File: src/rtl/multicycle_add_sub_pkg.sv
// Shared definitions for the multicycle add/sub accumulator.
//   W          : operand/result width (two's-complement signed)
//   state_e    : controller state encoding
//   OP_ADD/SUB : adder operation encoding
//   step_of    : one-hot phase indicator for a given state
//   op_of      : adder operation applied in a given state
package multicycle_add_sub_pkg;

  localparam int unsigned W = 8;

  typedef enum logic [2:0] {
    StIdle = 3'd0,
    StS0   = 3'd1,
    StS1   = 3'd2,
    StS2   = 3'd3,
    StDone = 3'd4
  } state_e;

  localparam logic OP_ADD = 1'b0;
  localparam logic OP_SUB = 1'b1;

  // {s2,s1,s0}; all zero outside the arithmetic phases.
  function automatic logic [2:0] step_of(state_e s);
    logic [2:0] v;
    v = 3'b000;
    case (s)
      StS0:    v = 3'b001;
      StS1:    v = 3'b010;
      StS2:    v = 3'b100;
      default: v = 3'b000;
    endcase
    return v;
  endfunction

  // mode=0: A + B + C - D ; mode=1: A - B + C + D.
  function automatic logic op_of(state_e s, logic mode);
    logic v;
    v = OP_ADD;
    case (s)
      StS0:    v = mode ? OP_SUB : OP_ADD;
      StS1:    v = OP_ADD;
      StS2:    v = mode ? OP_ADD : OP_SUB;
      default: v = OP_ADD;
    endcase
    return v;
  endfunction

endpackage

File: src/rtl/addsub_unit.sv
// Combinational W-bit adder/subtractor, wraps modulo 2^W.
//   i_x, i_y : operands
//   i_sub    : 0 = add, 1 = subtract
//   o_sum    : i_sub ? i_x - i_y : i_x + i_y
module addsub_unit #(
  parameter int unsigned W = 8
) (
  input  logic [W-1:0] i_x,
  input  logic [W-1:0] i_y,
  input  logic         i_sub,
  output logic [W-1:0] o_sum
);

  // Subtract as x + ~y + 1 so one adder serves both operations.
  assign o_sum = i_x + (i_y ^ {W{i_sub}}) + {{(W-1){1'b0}}, i_sub};

endmodule

File: src/rtl/multicycle_add_sub.sv
// Multicycle signed accumulator evaluating a 4-operand expression on one shared adder.
//   i_clk, i_rst_n   : rising-edge clock, asynchronous active-low reset
//   i_start          : request, sampled only in idle
//   i_mode           : 0 -> A+B+C-D, 1 -> A-B+C+D (sampled with i_start)
//   i_a..i_d         : signed operands (sampled with i_start)
//   o_result         : running accumulator / final result
//   o_done           : high while the result is final
//   o_step           : one-hot active phase {s2,s1,s0}
//   o_add_or_sub     : adder operation of the active phase (0 add, 1 sub)
module multicycle_add_sub
  import multicycle_add_sub_pkg::*;
(
  input  logic         i_clk,
  input  logic         i_rst_n,
  input  logic         i_start,
  input  logic         i_mode,
  input  logic [W-1:0] i_a,
  input  logic [W-1:0] i_b,
  input  logic [W-1:0] i_c,
  input  logic [W-1:0] i_d,
  output logic [W-1:0] o_result,
  output logic         o_done,
  output logic [2:0]   o_step,
  output logic         o_add_or_sub
);

  state_e       r_state, w_state_d;
  logic [W-1:0] r_a, r_b, r_c, r_d, r_acc;
  logic         r_mode, w_mode_d;
  logic         r_done;
  logic [2:0]   r_step;
  logic         r_aos;
  logic         w_load;
  logic [W-1:0] w_x, w_y, w_sum;
  logic         w_sub;

  assign w_load   = (r_state == StIdle) && i_start;
  // Mode as it will be after this edge, so the registered op output lines up with the state.
  assign w_mode_d = w_load ? i_mode : r_mode;

  always_comb begin
    w_state_d = r_state;
    case (r_state)
      StIdle:  if (i_start) w_state_d = StS0;
      StS0:    w_state_d = StS1;
      StS1:    w_state_d = StS2;
      StS2:    w_state_d = StDone;
      StDone:  if (!i_start) w_state_d = StIdle;
      default: w_state_d = StIdle;
    endcase
  end

  always_comb begin
    w_x = r_acc;
    w_y = r_d;
    case (r_state)
      StS0: begin
        w_x = r_a;
        w_y = r_b;
      end
      StS1:    w_y = r_c;
      default: w_y = r_d;
    endcase
  end

  assign w_sub = op_of(r_state, r_mode);

  addsub_unit #(
    .W (W)
  ) u_addsub (
    .i_x   (w_x),
    .i_y   (w_y),
    .i_sub (w_sub),
    .o_sum (w_sum)
  );

  always_ff @(posedge i_clk or negedge i_rst_n) begin
    if (!i_rst_n) begin
      r_state <= StIdle;
      r_a     <= '0;
      r_b     <= '0;
      r_c     <= '0;
      r_d     <= '0;
      r_mode  <= 1'b0;
      r_acc   <= '0;
      r_done  <= 1'b0;
      r_step  <= 3'b000;
      r_aos   <= OP_ADD;
    end else begin
      r_state <= w_state_d;
      if (w_load) begin
        r_a <= i_a;
        r_b <= i_b;
        r_c <= i_c;
        r_d <= i_d;
      end
      r_mode <= w_mode_d;
      if (r_state == StS0 || r_state == StS1 || r_state == StS2) begin
        r_acc <= w_sum;
      end
      r_done <= (w_state_d == StDone);
      r_step <= step_of(w_state_d);
      r_aos  <= op_of(w_state_d, w_mode_d);
    end
  end

  assign o_result     = r_acc;
  assign o_done       = r_done;
  assign o_step       = r_step;
  assign o_add_or_sub = r_aos;

endmodule

File: config.mk
export PLATFORM = sky130hd
export DESIGN_NAME = multicycle_add_sub
export DESIGN_NICKNAME = d
export VERILOG_FILES = /design/src/rtl/multicycle_add_sub_pkg.sv /design/src/rtl/addsub_unit.sv /design/src/rtl/multicycle_add_sub.sv
export SDC_FILE = /design/constraint.sdc
export NUM_CORES = 1
export LEC_CHECK = 0
export CORE_MARGIN = 2
export CORE_UTILIZATION = 56
export CTS_CLUSTER_SIZE = 8
export DETAILED_ROUTE_END_ITERATION = 8
export PLACE_DENSITY = 0.92
export SKIP_CTS_REPAIR_TIMING = 1
export SYNTH_ARGS = -nofsm -noshare
export SYNTH_HDL_FRONTEND = slang
export SYNTH_SLANG_ARGS = --single-unit
File: constraint.sdc
create_clock -name i_clk -period 7 [get_ports i_clk]
set_input_delay 0.7 -clock i_clk [delete_from_list [all_inputs] [get_ports i_clk]]
set_output_delay 0.7 -clock i_clk [all_outputs]
set_load 0.03 [all_outputs]
==> flow_metrics.env, run 1 <==
export IMPL_syn_avg_cell_area_sq_um=9.15
export IMPL_setup_viol_count_final=0
export IMPL_wire_per_inst_microns=14.1
export IMPL_worst_setup_path_type="flop to flop"
export IMPL_finalCritPeriodShare_pct=52.0
export IMPL_crit_fanout=16
export IMPL_areaGrowthSynthToFinish_pct=24.2
export IMPL_outcome="complete, no violations"
export IMPL_clockBufferDepth=2
export IMPL_fp_dieW_microns=71.3
export IMPL_rsz0062_at_grt="false"
export IMPL_synth_net_count=320
export IMPL_grt_pass1_wl_mm=8.88
export IMPL_fin_skew_ns=0.00407
export IMPL_drv_slew=0
export IMPL_synth_most_common_cell="nand2_1"
export IMPL_nNetsFinal=363
export IMPL_cp_end_kind="flop"
export IMPL_r2r_end="o_result[6]"
export IMPL_die_h_microns=71.3
export IMPL_worstPathArrival_ns=3.85
export IMPL_crit_slowest_cell="nor3b_4"
export IMPL_die_area_sq_mm=0.00508
export IMPL_yosysWarnings=0
export IMPL_synthArstFlopShare_pct=100
export IMPL_dp_final_hpwl_mm=3.57
export IMPL_synth_ff_type="dfrtp_1"
export IMPL_cp_startpoint="r_state[0]"
export IMPL_slowest_delay_ns=0.69
export IMPL_drc=0
export IMPL_tns_ns=0
export IMPL_grt_pass1_vias=1947
export IMPL_drt_iter0_drc=109
export IMPL_cts_root_buffer="clkbuf_8"
export IMPL_drv_cap=0
export IMPL_worstHoldPathType="flop to flop"
export IMPL_min_period_ns=3.64
export IMPL_antenna_found_initial=0
export IMPL_yosysSeqAreaShare_pct=48.4
export IMPL_cts_clk_slew_worst_paths_ns=0.09
export IMPL_io_buffers=48
export IMPL_clock_fmax_mhz=275
export IMPL_core_area_sq_mm=0.00435
export IMPL_syn_area_sq_mm=0.00253
export IMPL_yosysUniqueCellTypes=48
export IMPL_route_vias_total=2033
export IMPL_r2r_start="r_state[0]"
export IMPL_synth_edf_count=0
export IMPL_grt_max_degree=50
export IMPL_finalWirelength_mm=5.24
export IMPL_place_area_sq_mm=0.00301
export IMPL_synth_top_area_share_pct=48.4
export IMPL_viasPerCell=5.45
export IMPL_cts_buffers=5
export IMPL_endpoint="o_result[6]"
export IMPL_reg2reg_slack_ns=3.36
export IMPL_num_antenna_cells=0
export IMPL_floorplan_initialDensity_pct=58.2
export IMPL_dp_slack_ns=3.48
export IMPL_tritoncts="yes"
export IMPL_tightestPinTransition_ns=1.05
export IMPL_timing_final_ws_setup_ns=3.36
export IMPL_syn_inst=277
export IMPL_grt_use_total_pct=22.3
export IMPL_start_kind="flop"
export IMPL_synth_seq_cells=49
export IMPL_drive_gt1_share_pct=6.85
export IMPL_synth_top_area_cell="dfrtp_1"
export IMPL_fin_area_sq_mm=0.00315
export IMPL_cp_required_ns=7.21
export IMPL_synthTopCellsByCount="nand2_1 (110), dfrtp_1 (49), a21oi_1 (12), nor2_1 (9), xnor2_1 (9)"
export IMPL_place_congestion=0.873
export IMPL_htreeDepth=2
export IMPL_path_cells="nor3b_4 > nor2_1 > a21oi_1 > xnor2_1 > inv_1 > fa_1 > nor2b_1 > o21ai_0 > a21boi_0 > o21a_1 > nor3_1 > o31ai_1"
export IMPL_cts_sinks=49
export IMPL_hold_viol_final=0
export IMPL_dr_pass1_iters=4
export IMPL_grt_overflow=0
export IMPL_max_slew_margin_pct=30.0
export IMPL_row_count=24
export IMPL_detail_route_antenna_nets=0
export IMPL_worstRegToRegCells=12
export IMPL_clock_latency_ns=0.31
export IMPL_pin_count=49
export IMPL_yosys_top_cells_area="dfrtp_1 (48%), nand2_1 (16%), xnor2_1 (3.1%)"
[metal layers]
layer	global-route usage [%]	share of wire, %
met3	3.09	4.8
met1	30.0	44
met4	9.64	1.9
met2	36.3	49
met5	0	0
[per-stage QoR]
step           cells  util [%]  hold WS [ns]
2_1_floorplan    277         -         0.404
3_3_place_gp     365      69.2         0.459
3_5_place_dp     365      69.2         0.461
4_1_cts          373      72.3         0.484
5_1_grt          373      72.3         0.501
6_report         373      72.3         0.480
[worst min path at each step]
stage | startpoint | end | cells after the start
2_1_floorplan | i_rst_n | o_add_or_sub | 0
3_5_place_dp | r_a[3] | r_a[3] | 2
4_1_cts | r_c[7] | r_c[7] | 2
3_3_place_gp | r_b[5] | r_b[5] | 2
6_report | r_a[6] | r_a[6] | 2
5_1_grt | r_b[0] | r_b[0] | 2
[cell usage in the layout, fill, tap and decap left out, types with 3 or more instances in the layout]
cell type,count
mux2_2,6
clkdlybuf4s50_1,47
nand2_1,110
xor2_1,3
clkbuf_8,5
a21oi_1,12
ha_1,6
o21ai_0,5
xnor2_1,9
inv_1,6
dfrtp_1,49
o31ai_1,3
nor2_1,9
a22o_1,6
[logic make-up (layout without fill, tap and decap cells)]
| group | count (synthesis) | in the layout | share of synthesized area, % |
|---|---|---|---|
| adders and majority gates | 7 | 7 | 3.75 |
| xor gates and xnor gates | 12 | 12 | 4.15 |
| AOI/OAI and AO/OA | 43 | 43 | 12.8 |
| and+or+nand+nor | 138 | 138 | 23.7 |
| DFF | 49 | 49 | 48.4 |
| buffers and inverters | 20 | 64 | 3.75 |
| muxes | 8 | 8 | 3.45 |
[registers in the layout, summed over array words and instances (netlist names)]
register	flops
r_c	8
r_a	8
r_d	8
r_mode	1
o_step	3
o_add_or_sub	1
r_b	8
r_state	3
o_done	1
o_result	8
[cell type report]
cell class                 count  area [sq um]
multi-input combinational    208          1210
timing repair buffer          49           483
inverter                       7          26.3
clock inverter                 3          65.1
sequential                    49          1230
tap                           52          65.1
fill                         337          1210
clock buffer                   5          68.8
[worst max-delay path: cells and delay by family, from the launching register on]
| family | cells | cell delay (ns) |
|---|---|---|
| and+or+nand+nor | 4 | 1.19 |
| buffers and inverters | 1 | 0.09 |
| adders and majority gates | 1 | 0.47 |
| DFF | 1 | 0.57 |
| xor gates and xnor gates | 1 | 0.17 |
| AOI/OAI and AO/OA | 5 | 1.04 |
Power of run 1 is not shown: default switching activity piles up to over one toggle a cycle in this logic, so the estimate is an artifact.
==> inputs of run 2 (changes only) <==
--- a/config.mk
+++ b/config.mk
@@ -6,10 +6,10 @@
 export NUM_CORES = 1
 export LEC_CHECK = 0
 export CORE_MARGIN = 2
-export CORE_UTILIZATION = 56
+export CORE_UTILIZATION = 52
 export CTS_CLUSTER_SIZE = 8
 export DETAILED_ROUTE_END_ITERATION = 8
-export PLACE_DENSITY = 0.92
+export PLACE_DENSITY = 0.87
 export SKIP_CTS_REPAIR_TIMING = 1
 export SYNTH_ARGS = -nofsm -noshare
 export SYNTH_HDL_FRONTEND = slang
==> constraint.sdc (replaced) <==
create_clock -name i_clk -period 3.6 [get_ports i_clk]
set_input_delay 0.36 -clock i_clk [delete_from_list [all_inputs] [get_ports i_clk]]
set_output_delay 0.36 -clock i_clk [all_outputs]
set_load 0.03 [all_outputs]
==> run 2 against run 1 <==
Against the previous run: register-to-register slack worse by 3.0 ns; first-iteration DRC count is 8.3% higher; count of clock-buffer cells in the layout is 2 higher; highest routed layer unchanged; critical path depth is 1 higher; maximum frequency is 12% higher; non-clock buffer count is 3 higher; critical endpoint unchanged; clock skew is 0.00061 ns lower; die area is 7.3% higher; largest cell class unchanged.
==> flow_metrics.env, run 2 (synthesis results as in run 1) <==
export IMPL_cp_required_ns=3.77
export IMPL_layout_commonest_cell="nand2_1"
export IMPL_floorplan_initialDensity_pct=53.7
export IMPL_detail_route_antenna_nets=0
export IMPL_cpMostUsedCell="o21a_1"
export IMPL_worstPathArrival_ns=3.40
export IMPL_tns_ns=0
export IMPL_outcome="complete, no violations"
export IMPL_pin_count=49
export IMPL_fillers=370
export IMPL_fin_util_pct=67.2
export IMPL_grt_overflow=0
export IMPL_fp_dieW_microns=73.8
export IMPL_dp_cells=383
export IMPL_htreeDepth=2
export IMPL_setup_viol_count_final=0
export IMPL_dp_final_hpwl_mm=3.69
export IMPL_nNetsFinal=366
export IMPL_die_area_sq_mm=0.00545
export IMPL_max_slew_margin_pct=28.6
export IMPL_wire_per_inst_microns=13.2
export IMPL_worstHoldPathType="input pin to asynchronous set/reset pin"
export IMPL_finalCritPeriodShare_pct=89.8
export IMPL_layout_common_cells="nand2_1 (110), dfrtp_1 (49), clkdlybuf4s50_1 (47)"
export IMPL_clock_fmax_mhz=309
export IMPL_start_kind="flop"
export IMPL_fin_cells=391
export IMPL_r2r_end="o_result[6]"
export IMPL_reg2reg_slack_ns=0.37
export IMPL_regArea_sq_mm=0.00123
export IMPL_crit_slowest_cell="dfrtp_1"
export IMPL_cts_buffers=5
export IMPL_route_vias_total=2018
export IMPL_drt_iter0_drc=118
export IMPL_cts_root_buffer="clkbuf_8"
export IMPL_r2r_start="r_state[1]"
export IMPL_rsz0062_at_grt="false"
export IMPL_min_period_ns=3.23
export IMPL_cp_end_kind="flop"
export IMPL_p_leak_nw=1.50
export IMPL_tritoncts="yes"
export IMPL_clockBufferDepth=2
export IMPL_place_congestion=0.839
export IMPL_cts_clk_slew_worst_paths_ns=0.08
export IMPL_drv_slew=0
export IMPL_viasPerCell=5.16
export IMPL_finalWirelength_mm=5.18
export IMPL_num_antenna_cells=0
export IMPL_timing_final_ws_setup_ns=0.366
export IMPL_dp_slack_ns=0.420
export IMPL_die_h_microns=73.8
export IMPL_worstRegToRegCells=13
export IMPL_cts_sinks=49
export IMPL_tightestPinTransition_ns=1.07
export IMPL_clock_latency_ns=0.30
export IMPL_grt_max_degree=50
export IMPL_path_cells="nor3b_2 > buf_4 > nor2_1 > a21oi_1 > xnor2_1 > inv_1 > fa_1 > nor2b_1 > o21ai_0 > a21boi_0 > o21a_1 > o21a_1 > o31ai_1"
export IMPL_io_buffers=48
export IMPL_crit_fanout=13
export IMPL_grt_use_total_pct=20.3
export IMPL_multi_input_area_sq_mm=0.00121
export IMPL_grt_pass1_vias=1827
export IMPL_antenna_found_initial=0
export IMPL_drc=0
export IMPL_power_density_mw_per_mm2=1160
export IMPL_worst_setup_path_type="flop to flop"
export IMPL_grt_pass1_wl_mm=8.44
export IMPL_slowest_delay_ns=0.55
export IMPL_core_area_sq_mm=0.00472
export IMPL_fin_skew_ns=0.00346
export IMPL_vdd_ir_drop_max_v=0.000421
export IMPL_drv_cap=0
export IMPL_row_count=25
export IMPL_areaGrowthSynthToFinish_pct=25.1
export IMPL_drive_gt1_share_pct=7.41
export IMPL_dr_pass1_iters=4
export IMPL_hold_viol_final=0
-- run 2: cell types whose count changed in the layout (fill, tap and decap cells not counted) --
cell       delta
buf_4         +3
bufinv_16     -1
clkbuf_1      +1
clkbuf_8      +1
clkinv_2      -1
-- run 2: cell type report --
cell class / count / area share [%]
Clock inverter: 1 / 0.947
Clock buffer: 7 / 2.72
Tap cell: 67 / 2.64
Sequential cell: 49 / 38.7
Inverter: 7 / 0.828
Timing Repair Buffer: 52 / 15.9
Multi-Input combinational cell: 208 / 38.3
-- run 2: critical path: cells and delay by family, from the launching register on --
family,cells,cell delay [ns]
xor+xnor,1,0.26
fa+ha+maj,1,0.47
flops,1,0.55
buf+inv,2,0.30
simple gates,3,0.66
compound gates,6,0.85
-- run 2: power by group --
group	internal (W)	switching, W	leakage [nW]
registers	0.000827	0.000223	0.612
clock network	0.000226	0.000176	0.0585
logic	0.000978	0.00125	0.828
-- run 2: metrics by stage --
| step | hold WS [ns] | instance area [sq um] | power (W) |
|---|---|---|---|
| after floorplan | 0.0644 | 2530 | 0.00274 |
| after global placement | 0.462 | 3060 | 0.00318 |
| after detailed placement | 0.465 | 3060 | 0.00327 |
| after CTS | 0.273 | 3170 | 0.00369 |
| after global routing | 0.339 | 3170 | 0.00400 |
| final | 0.247 | 3170 | 0.00368 |
-- run 2: routing by layer --
metal  GRT usage (%)  share of wire, %  vias to the layer above  wire (microns)
li1                -                 -                     1014               -
met1            27.1                45                      932            2350
met2            32.6                48                       63            2490
met3            4.94               4.9                        9             255
met4            6.67               1.7                        0              88
met5               0                 0                        -               0
-- run 2: worst max path at each step --
stage / start / end / slack, ns / cells after the start
3_5_place_dp: r_state[1] / o_result[6] / 0.42 / 13
2_1_floorplan: r_state[1] / o_result[6] / 0.61 / 13
5_1_grt: r_state[1] / o_result[6] / 0.02 / 13
6_report: r_state[1] / o_result[6] / 0.37 / 13
3_3_place_gp: r_state[1] / o_result[6] / 0.58 / 13
4_1_cts: r_state[1] / o_result[6] / 0.35 / 13
Note: power is estimated with default switching activity, not from simulation.
